[config.mk]
export PLATFORM = sky130hd
export DESIGN_NAME = add_sub_serial_p
export DESIGN_NICKNAME = d
export VERILOG_FILES = /design/src/rtl/add_sub_serial_p.sv
export SDC_FILE = /design/constraint.sdc
export NUM_CORES = 1
export LEC_CHECK = 0
export ABC_CLOCK_PERIOD_IN_PS = 1500
export CAP_MARGIN = 20
export CELL_PAD_IN_SITES_DETAIL_PLACEMENT = 1
export CELL_PAD_IN_SITES_GLOBAL_PLACEMENT = 1
export CORE_ASPECT_RATIO = 1.4
export CORE_MARGIN = 1
export CORE_UTILIZATION = 43
export CTS_CLUSTER_SIZE = 8
export DETAILED_ROUTE_END_ITERATION = 12
export DONT_BUFFER_PORTS = 1
export PLACE_DENSITY_LB_ADDON = 0.15
export SLEW_MARGIN = 20
export SYNTH_ARGS = -nofsm -noshare
export SYNTH_HDL_FRONTEND = slang
export SYNTH_SLANG_ARGS = --single-unit
[constraint.sdc]
create_clock -name clk -period 1.5 [get_ports clk]
set_input_delay 0.15 -clock clk [delete_from_list [all_inputs] [get_ports clk]]
set_output_delay 0.15 -clock clk [all_outputs]
set_load 0.05 [all_outputs]
[src/rtl/add_sub_serial_p.sv]
// Digit-serial adder/subtractor: DIGIT bits per cycle, LSB first, over WIDTH-bit operands,
// with valid/ready handshakes, carry/no-borrow and signed overflow flags.
module add_sub_serial_p #(
    parameter int unsigned WIDTH = 8,
    parameter int unsigned DIGIT = 1
) (
    input  logic             clk,
    input  logic             rst,
    input  logic             in_valid,
    output logic             in_ready,
    input  logic             mode,
    input  logic [WIDTH-1:0] a,
    input  logic [WIDTH-1:0] b,
    output logic             out_valid,
    input  logic             out_ready,
    output logic [WIDTH-1:0] out,
    output logic             cout,
    output logic             ovf,
    output logic             busy
);

    localparam int unsigned NDIG = WIDTH / DIGIT;
    localparam int unsigned CW   = $clog2(NDIG) + 1;

    typedef enum logic [1:0] {
        S_IDLE = 2'd0,
        S_ADD  = 2'd1,
        S_DONE = 2'd2
    } state_t;

    state_t             r_state;
    state_t             w_state_nxt;
    logic [WIDTH-1:0]   r_a;
    logic [WIDTH-1:0]   r_b;
    logic               r_carry;
    logic [CW-1:0]      r_count;
    logic [WIDTH-1:0]   r_out;
    logic               r_cout;
    logic               r_ovf;
    logic               r_in_ready;
    logic               r_out_valid;
    logic               r_busy;
    logic [DIGIT:0]     w_sum;
    logic               w_last;
    logic               w_msb_cin;

    assign w_sum  = {1'b0, r_a[DIGIT-1:0]} + {1'b0, r_b[DIGIT-1:0]} + (DIGIT+1)'(r_carry);
    assign w_last = (r_state == S_ADD) && (r_count == CW'(NDIG - 1));
    // Carry into the MSB recovered from the MSB sum bit: s = a ^ b ^ cin.
    assign w_msb_cin = r_a[DIGIT-1] ^ r_b[DIGIT-1] ^ w_sum[DIGIT-1];

    // State register plus handshake/busy flags registered from the next state.
    always_ff @(posedge clk or posedge rst) begin
        if (rst) begin
            r_state     <= S_IDLE;
            r_in_ready  <= 1'b1;
            r_out_valid <= 1'b0;
            r_busy      <= 1'b0;
        end else begin
            r_state     <= w_state_nxt;
            r_in_ready  <= (w_state_nxt == S_IDLE);
            r_out_valid <= (w_state_nxt == S_DONE);
            r_busy      <= (w_state_nxt == S_ADD);
        end
    end

    always_comb begin
        w_state_nxt = r_state;
        case (r_state)
            S_IDLE:  if (in_valid)  w_state_nxt = S_ADD;
            S_ADD:   if (w_last)    w_state_nxt = S_DONE;
            S_DONE:  if (out_ready) w_state_nxt = S_IDLE;
            default: w_state_nxt = S_IDLE;
        endcase
    end

    // Datapath: capture at accept, one digit per ADD cycle, hold otherwise.
    always_ff @(posedge clk or posedge rst) begin
        if (rst) begin
            r_a     <= '0;
            r_b     <= '0;
            r_carry <= 1'b0;
            r_count <= '0;
            r_out   <= '0;
            r_cout  <= 1'b0;
            r_ovf   <= 1'b0;
        end else begin
            case (r_state)
                S_IDLE: begin
                    if (in_valid) begin
                        r_a     <= a;
                        r_b     <= mode ? ~b : b;
                        r_carry <= mode;
                        r_count <= '0;
                        r_out   <= '0;
                        r_cout  <= 1'b0;
                        r_ovf   <= 1'b0;
                    end
                end
                S_ADD: begin
                    r_out   <= (r_out >> DIGIT) | (WIDTH'(w_sum[DIGIT-1:0]) << (WIDTH - DIGIT));
                    r_a     <= r_a >> DIGIT;
                    r_b     <= r_b >> DIGIT;
                    r_carry <= w_sum[DIGIT];
                    r_count <= r_count + CW'(1);
                    if (w_last) begin
                        r_cout <= w_sum[DIGIT];
                        r_ovf  <= w_msb_cin ^ w_sum[DIGIT];
                    end
                end
                default: ;
            endcase
        end
    end

    assign in_ready  = r_in_ready;
    assign out_valid = r_out_valid;
    assign busy      = r_busy;
    assign out       = r_out;
    assign cout      = r_cout;
    assign ovf       = r_ovf;

endmodule
==> results.cfg, run 1 <==
[logic_synthesis]
synth_xor_area_share_pct = 5.56
yosysWarnings = 0
ys.flop_type = dfrtp_1
synth_edf_count = 0
postSynthAreaPerCell_um2 = 10.7
ys_types = 27
syn_nets = 185
synth-seq-cells = 36
synth-compound-area-share_pct = 24.8
synthMuxAreaShare_pct = 0.649
syn_area_um2 = 1730
synthSimpleGateAreaFrac_pct = 9.52
synth_top_family_by_area = compound AO/OA/AOI/OAI gates
synthAdderAreaFrac_pct = 1.88
seq_area_frac_synth_pct = 52.0
synth_cells = 162
synthArstFlopShare_pct = 100

[cts]
cts-root-buf = clkbuf_8
cts_inserted_buffers = 5
cts_buffer_depth = 2
cts_tree = built
cts_sinks = 36
clk-insertion-delay-late_ps = 280
cts_max_level = 2
clk_pin_slew_ps = 70

[sta]
fin_crit_ps = 1530
fin_skew_ps = 5.91
hold_violations = 0
period_share_pct = 102
timing.slew.headroom_pct = 51.8
max_freq_mhz = 653
finalSetupViolations = 1
slew_viol_final = 0
worst_pin_slew_ps = 720
setup-tns-final_ps = -31.3
fin_ws_ps = -31.3
rsz0062_at_grt = yes

[detailed_routing]
ant_nets = 0
wl_per_cell_um = 17.1
routed-via-count = 1223
routed_wl_um = 3580
dr.pass1.iters = 4
drt_iter0_markers = 41
drc = 0
viasPerCell = 5.85

[cells_and_area]
antennaDiodeCount = 0
final_cell_mix = 35 x dfrtp_1, 15 x a22oi_1
drive_gt1_share_pct = 12.0
area_delta_synth_final_pct = 8.51
final_common_cell = dfrtp_1
fillers = 413
layout.nets = 189
stdcell_area_um2 = 1880

[floorplanning]
io_pins = 34
start_util_pct = 46.4
fp.dieW_um = 55.7
floorplan.rows = 26
coreArea_um2 = 3740
dieArea_um2 = 4290
die_h_um = 77.1

[setup_path]
cp_max_fo = 2
crit_path_start_kind = register
crit_chain = fa_1 -> xor2_1 -> xnor2_1 -> a22o_1
critPathMaxStageDelay_ps = 580
critPathRequiredTime_ps = 1660
cp.arrival_ps = 1690
critical_path_class = reg2reg
worstSetupEndpointType = register
crit_slowest_cell = fa_1

[run]
drv_cap = 0

[pwr]
irDropWorstVdd_uv = 1460
power_density_nw_per_um2 = 2180
leakage_uw = 0.000845

[placed_design]
placed_cell_area_um2 = 1750
io_buffers = 0
dpl.hpwl_um = 2430
gp_congestion = 0.755

[min_path]
min_path_type = in2reg

[outcome]
status = complete, but fails checks
violations = negative setup slack

[global_routing]
grt_pass1_vias = 1278
grt_first_pass_wirelength_um = 6180
antenna_found_initial = 0
grt_usage_pct = 18.3
grt_max_degree = 37
grt-ovfl-total = 0
what timing repair did:
item	CTS	global route
hold endpoints to repair	36	0
pin swaps	3	2
hold buffers	2	0
buffers inserted	1	0
setup endpoints to repair	20	2
gates resized for setup	2	1
final cells by class:
cell class / instances / area, µm² / area share (%)
sequential: 36 / 902 / 47.9
multi-input combinational: 111 / 746 / 39.6
clock buffer: 8 / 90.1 / 4.79
timing repair buffer: 11 / 87.6 / 4.65
tap: 42 / 52.6 / 2.79
inverter: 1 / 3.75 / 0.199
per-layer routing:
metal	share of wire [%]	track usage [%]	routed length, µm	vias to the layer above
met1	45	24.2	1620	608
li1	-	-	-	586
met5	0	0	0	-
met4	0.95	5.25	34	0
met3	3.7	4.38	131	4
met2	50	29.8	1790	25
through the flow:
step	setup slack (ps)	instances	util, %	hold slack, ps	power, µW
CTS	-51.7	209	50.2	31.7	4150
finish	-31.3	209	50.3	41.4	4100
floorplan	24.0	162	-	292	3110
detailed placement	-240	198	46.9	171	3390
global placement	-69.7	198	46.9	169	3310
global route	-107	209	50.3	54.0	4400
kinds of logic after synthesis:
kind of cell	Yosys count
XOR/XNOR	11
AO/OA/AOI/OAI	64
multiplexers	1
flip-flops	36
AND/OR/NAND/NOR	33
buffers and inverters	15
adder cells (fa/ha/maj)	2
Yosys cell counts (all sizes together), types with 2 or more instances:
master	count	area share, %
a21o	3	1.3
a21oi	12	3.5
a22o	12	6.1
a22oi	15	6.5
buf	11	4.7
clkbuf	3	0.65
dfrtp	35	51
nand2	12	2.6
nand3	2	0.58
nor2	4	0.87
nor2b	13	4.7
o21ai	19	5.5
xnor2	2	1.0
xor2	9	4.5
flip-flops by register name (all words and copies together) (netlist names):
register   flops
busy           1
r_b            8
r_carry        1
out            8
ovf            1
in_ready       1
r_a            8
cout           1
r_state        2
out_valid      1
r_count        4
where the power goes:
part / internal, µW / leakage (µW) / switching [µW]
Clock: 374 / 0.0000455 / 313
Combinational: 696 / 0.000333 / 677
Sequential: 1330 / 0.000466 / 708
Total: 2400 / 0.000845 / 1700
path summary, 6_finish.rpt:
path | start | end | slack (ps) | cells after the start
setup / recovery | r_carry$_DFFE_PP0P_ | ovf$_DFFE_PP0P_ | -30 | 4
hold / removal | out_ready | in_ready$_DFF_PP1_ | 40 | 2
setup reg to reg | r_carry$_DFFE_PP0P_ | ovf$_DFFE_PP0P_ | -30 | 4
hold reg to reg | r_a[5]$_DFFE_PP0P_ | r_a[5]$_DFFE_PP0P_ | 500 | 2
max in group asynchronous | rst | in_ready$_DFF_PP1_ | 740 | 3
min in group asynchronous | rst | r_count[2]$_DFFE_PP0P_ | 430 | 3
critical path: cells and delay by family (launching register included):
| kind | cells | cell delay (ps) |
|---|---|---|
| AOI/OAI and AO/OA | 1 | 180 |
| DFF | 1 | 400 |
| adders and majority gates | 1 | 580 |
| xor gates and xnor gates | 2 | 260 |
Note: power is estimated with default switching activity, not from simulation.
==> run 2: changes to the inputs <==
--- a/config.mk
+++ b/config.mk
@@ -15,6 +15,7 @@
 export CTS_CLUSTER_SIZE = 8
 export DETAILED_ROUTE_END_ITERATION = 12
 export DONT_BUFFER_PORTS = 1
+export GPL_ROUTABILITY_DRIVEN = 0
 export PLACE_DENSITY_LB_ADDON = 0.15
 export SLEW_MARGIN = 20
 export SYNTH_ARGS = -nofsm -noshare
==> results of run 2 <==
No change in the layout: final DEF, timing and power equal those of run 1.
==> run 3: changes to the inputs <==
--- a/config.mk
+++ b/config.mk
@@ -7,11 +7,9 @@
 export LEC_CHECK = 0
 export ABC_CLOCK_PERIOD_IN_PS = 1500
 export CAP_MARGIN = 20
-export CELL_PAD_IN_SITES_DETAIL_PLACEMENT = 1
-export CELL_PAD_IN_SITES_GLOBAL_PLACEMENT = 1
 export CORE_ASPECT_RATIO = 1.4
 export CORE_MARGIN = 1
-export CORE_UTILIZATION = 43
+export CORE_UTILIZATION = 56
 export CTS_CLUSTER_SIZE = 8
 export DETAILED_ROUTE_END_ITERATION = 12
 export DONT_BUFFER_PORTS = 1
==> run 3 against run 2 <==
Net effect:
- the run still ends with negative setup slack left
- sequential share of layout area is 0.096 points lower
- flip-flop and latch count stayed put
- global-route usage is 4.2 points higher
- core utilization is 15 points higher
- largest power group unchanged
- first-iteration DRC count is 2.4% lower
- clock skew is 1.9 ps lower
- critical path type unchanged
- fmax is 0.24% higher
- critical path depth stayed put
- non-clock buffer count is 1 higher
- largest cell class unchanged
- clock power is 6.0% lower
==> results.cfg, run 3 (synthesized netlist as in run 1, its figures left out) <==
[outcome]
status = complete, but fails checks
violations = negative setup slack

[cells_and_area]
final-seq-area_um2 = 902
final_common_cell = dfrtp_1
multi_input_area_um2 = 741
area_delta_synth_final_pct = 8.73
final_cell_mix = 35 x dfrtp_1, 15 x a22oi_1
layout.nets = 190
drive_gt1_share_pct = 12.5
antennaDiodeCount = 0
fillers = 254
utilization_pct = 64.9

[pwr]
swShare_pct = 41.0
clkPwrFrac_pct = 15.6
p_total_uw = 4160
pwr-share-comb_pct = 35.4
seq_power_share_pct = 49.1
power_density_nw_per_um2 = 2200
leakage_uw = 0.000846
p_sw_uw = 1710
irDropWorstVdd_uv = 1010
p_int_uw = 2450

[global_routing]
grt_pass1_vias = 1215
grt_max_degree = 37
grt_usage_pct = 22.5
grt_first_pass_wirelength_um = 5530
antenna_found_initial = 0
grt-ovfl-total = 0

[sta]
fin_ws_ps = -27.7
rsz0062_at_grt = yes
timing.slew.headroom_pct = 57.5
finalSetupViolations = 1
worst_pin_slew_ps = 635
fin_crit_ps = 1530
slew_viol_final = 0
period_share_pct = 102
max_freq_mhz = 655
fin_skew_ps = 3.97
whs_ps = 12.4
hold_violations = 0

[detailed_routing]
drt_iter0_markers = 40
routed-via-count = 1238
routed_wl_um = 3240
drc = 0
viasPerCell = 6.04
wl_per_cell_um = 15.8
dr.pass1.iters = 4
ant_nets = 0

[min_path]
min_path_type = in2reg
hold_depth = 2

[setup_path]
crit_slowest_cell = fa_1
critical_path_class = reg2reg
cp_max_fo = 2
worstSetupEndpointType = register
path_depth = 4
critPathRequiredTime_ps = 1680
critPathTopFamily = adder cells
ff2ff_path_depth = 4
crit_chain = fa_1 -> xor2_1 -> xnor2_1 -> a22o_1
crit_path_start_kind = register
critPathBufInv = 0
cp.arrival_ps = 1700
critPathMaxStageDelay_ps = 580

[floorplanning]
coreArea_um2 = 2910
fp.dieW_um = 49.0
die_h_um = 67.8
floorplan.rows = 23
start_util_pct = 59.7
io_pins = 34
dieArea_um2 = 3330

[cts]
clk-insertion-delay-late_ps = 280
cts_buffer_depth = 2
cts_inserted_buffers = 5
cts_tree = built
clk_pin_slew_ps = 70
cts_sinks = 36
cts-root-buf = clkbuf_8
cts_max_level = 2

[placed_design]
io_buffers = 0
dpl.hpwl_um = 2190

[run]
drv_cap = 0
-- run 3: cell types whose count changed in the layout (fill, tap and decap cells not counted), sizes merged --
cell    delta
buf        +1
clkbuf     -1
clkinv     +1
-- run 3: cell type report --
type	instances	share of cell area (%)
flip-flops and latches	36	47.8
clock buffers	7	4.05
clock inverters	1	0.265
well taps	37	2.46
inverters	1	0.199
repair buffers	12	5.91
multi-input cells	111	39.3
-- run 3: power groups by stage --
stage | registers (µW) | clock network [µW] | logic, µW
after floorplan | 1990 | 0 | 1120
after global placement | 2040 | 0 | 1290
after detailed placement | 2060 | 0 | 1340
after CTS | 2040 | 676 | 1400
after global routing | 2090 | 712 | 1640
final | 2040 | 646 | 1470
-- run 3: repair_timing --
item | 4_1_cts | 5_1_grt
pin swaps | 3 | 2
gates cloned | 0 | 0
setup buffers | 1 | 1
hold endpoints to repair | 36 | 0
hold buffers | 2 | 0
gates resized for setup | 2 | 1
endpoints found under the setup margin | 20 | 1
-- run 3: worst paths after layout --
check                               startpoint                  to  slack, ps
setup / recovery           r_carry$_DFFE_PP0P_     ovf$_DFFE_PP0P_        -30
hold / removal                       out_ready  in_ready$_DFF_PP1_         10
setup reg to reg           r_carry$_DFFE_PP0P_     ovf$_DFFE_PP0P_        -30
hold reg to reg             r_a[5]$_DFFE_PP0P_  r_a[5]$_DFFE_PP0P_        500
max in group asynchronous                  rst  in_ready$_DFF_PP1_        750
min in group asynchronous                  rst  out[6]$_DFFE_PP0P_        410
-- run 3: routing by layer --
layer	part of all wire [%]	track usage (%)	vias to the layer above
li1	-	-	584
met3	4.0	6.67	8
met1	43	25.6	619
met2	50	38.4	27
met5	0	0	-
met4	3.0	12.5	0
-- run 3: per-stage QoR --
stage | worst slack, ps | instances | instance area [µm²] | TNS [ps]
floorplan | 24.0 | 162 | 1730 | 0
global placement | -46.7 | 193 | 1760 | -445
detailed placement | -108 | 193 | 1760 | -896
CTS | -28.8 | 204 | 1870 | -28.8
global route | -69.9 | 205 | 1890 | -69.9
finish | -27.7 | 205 | 1890 | -27.7
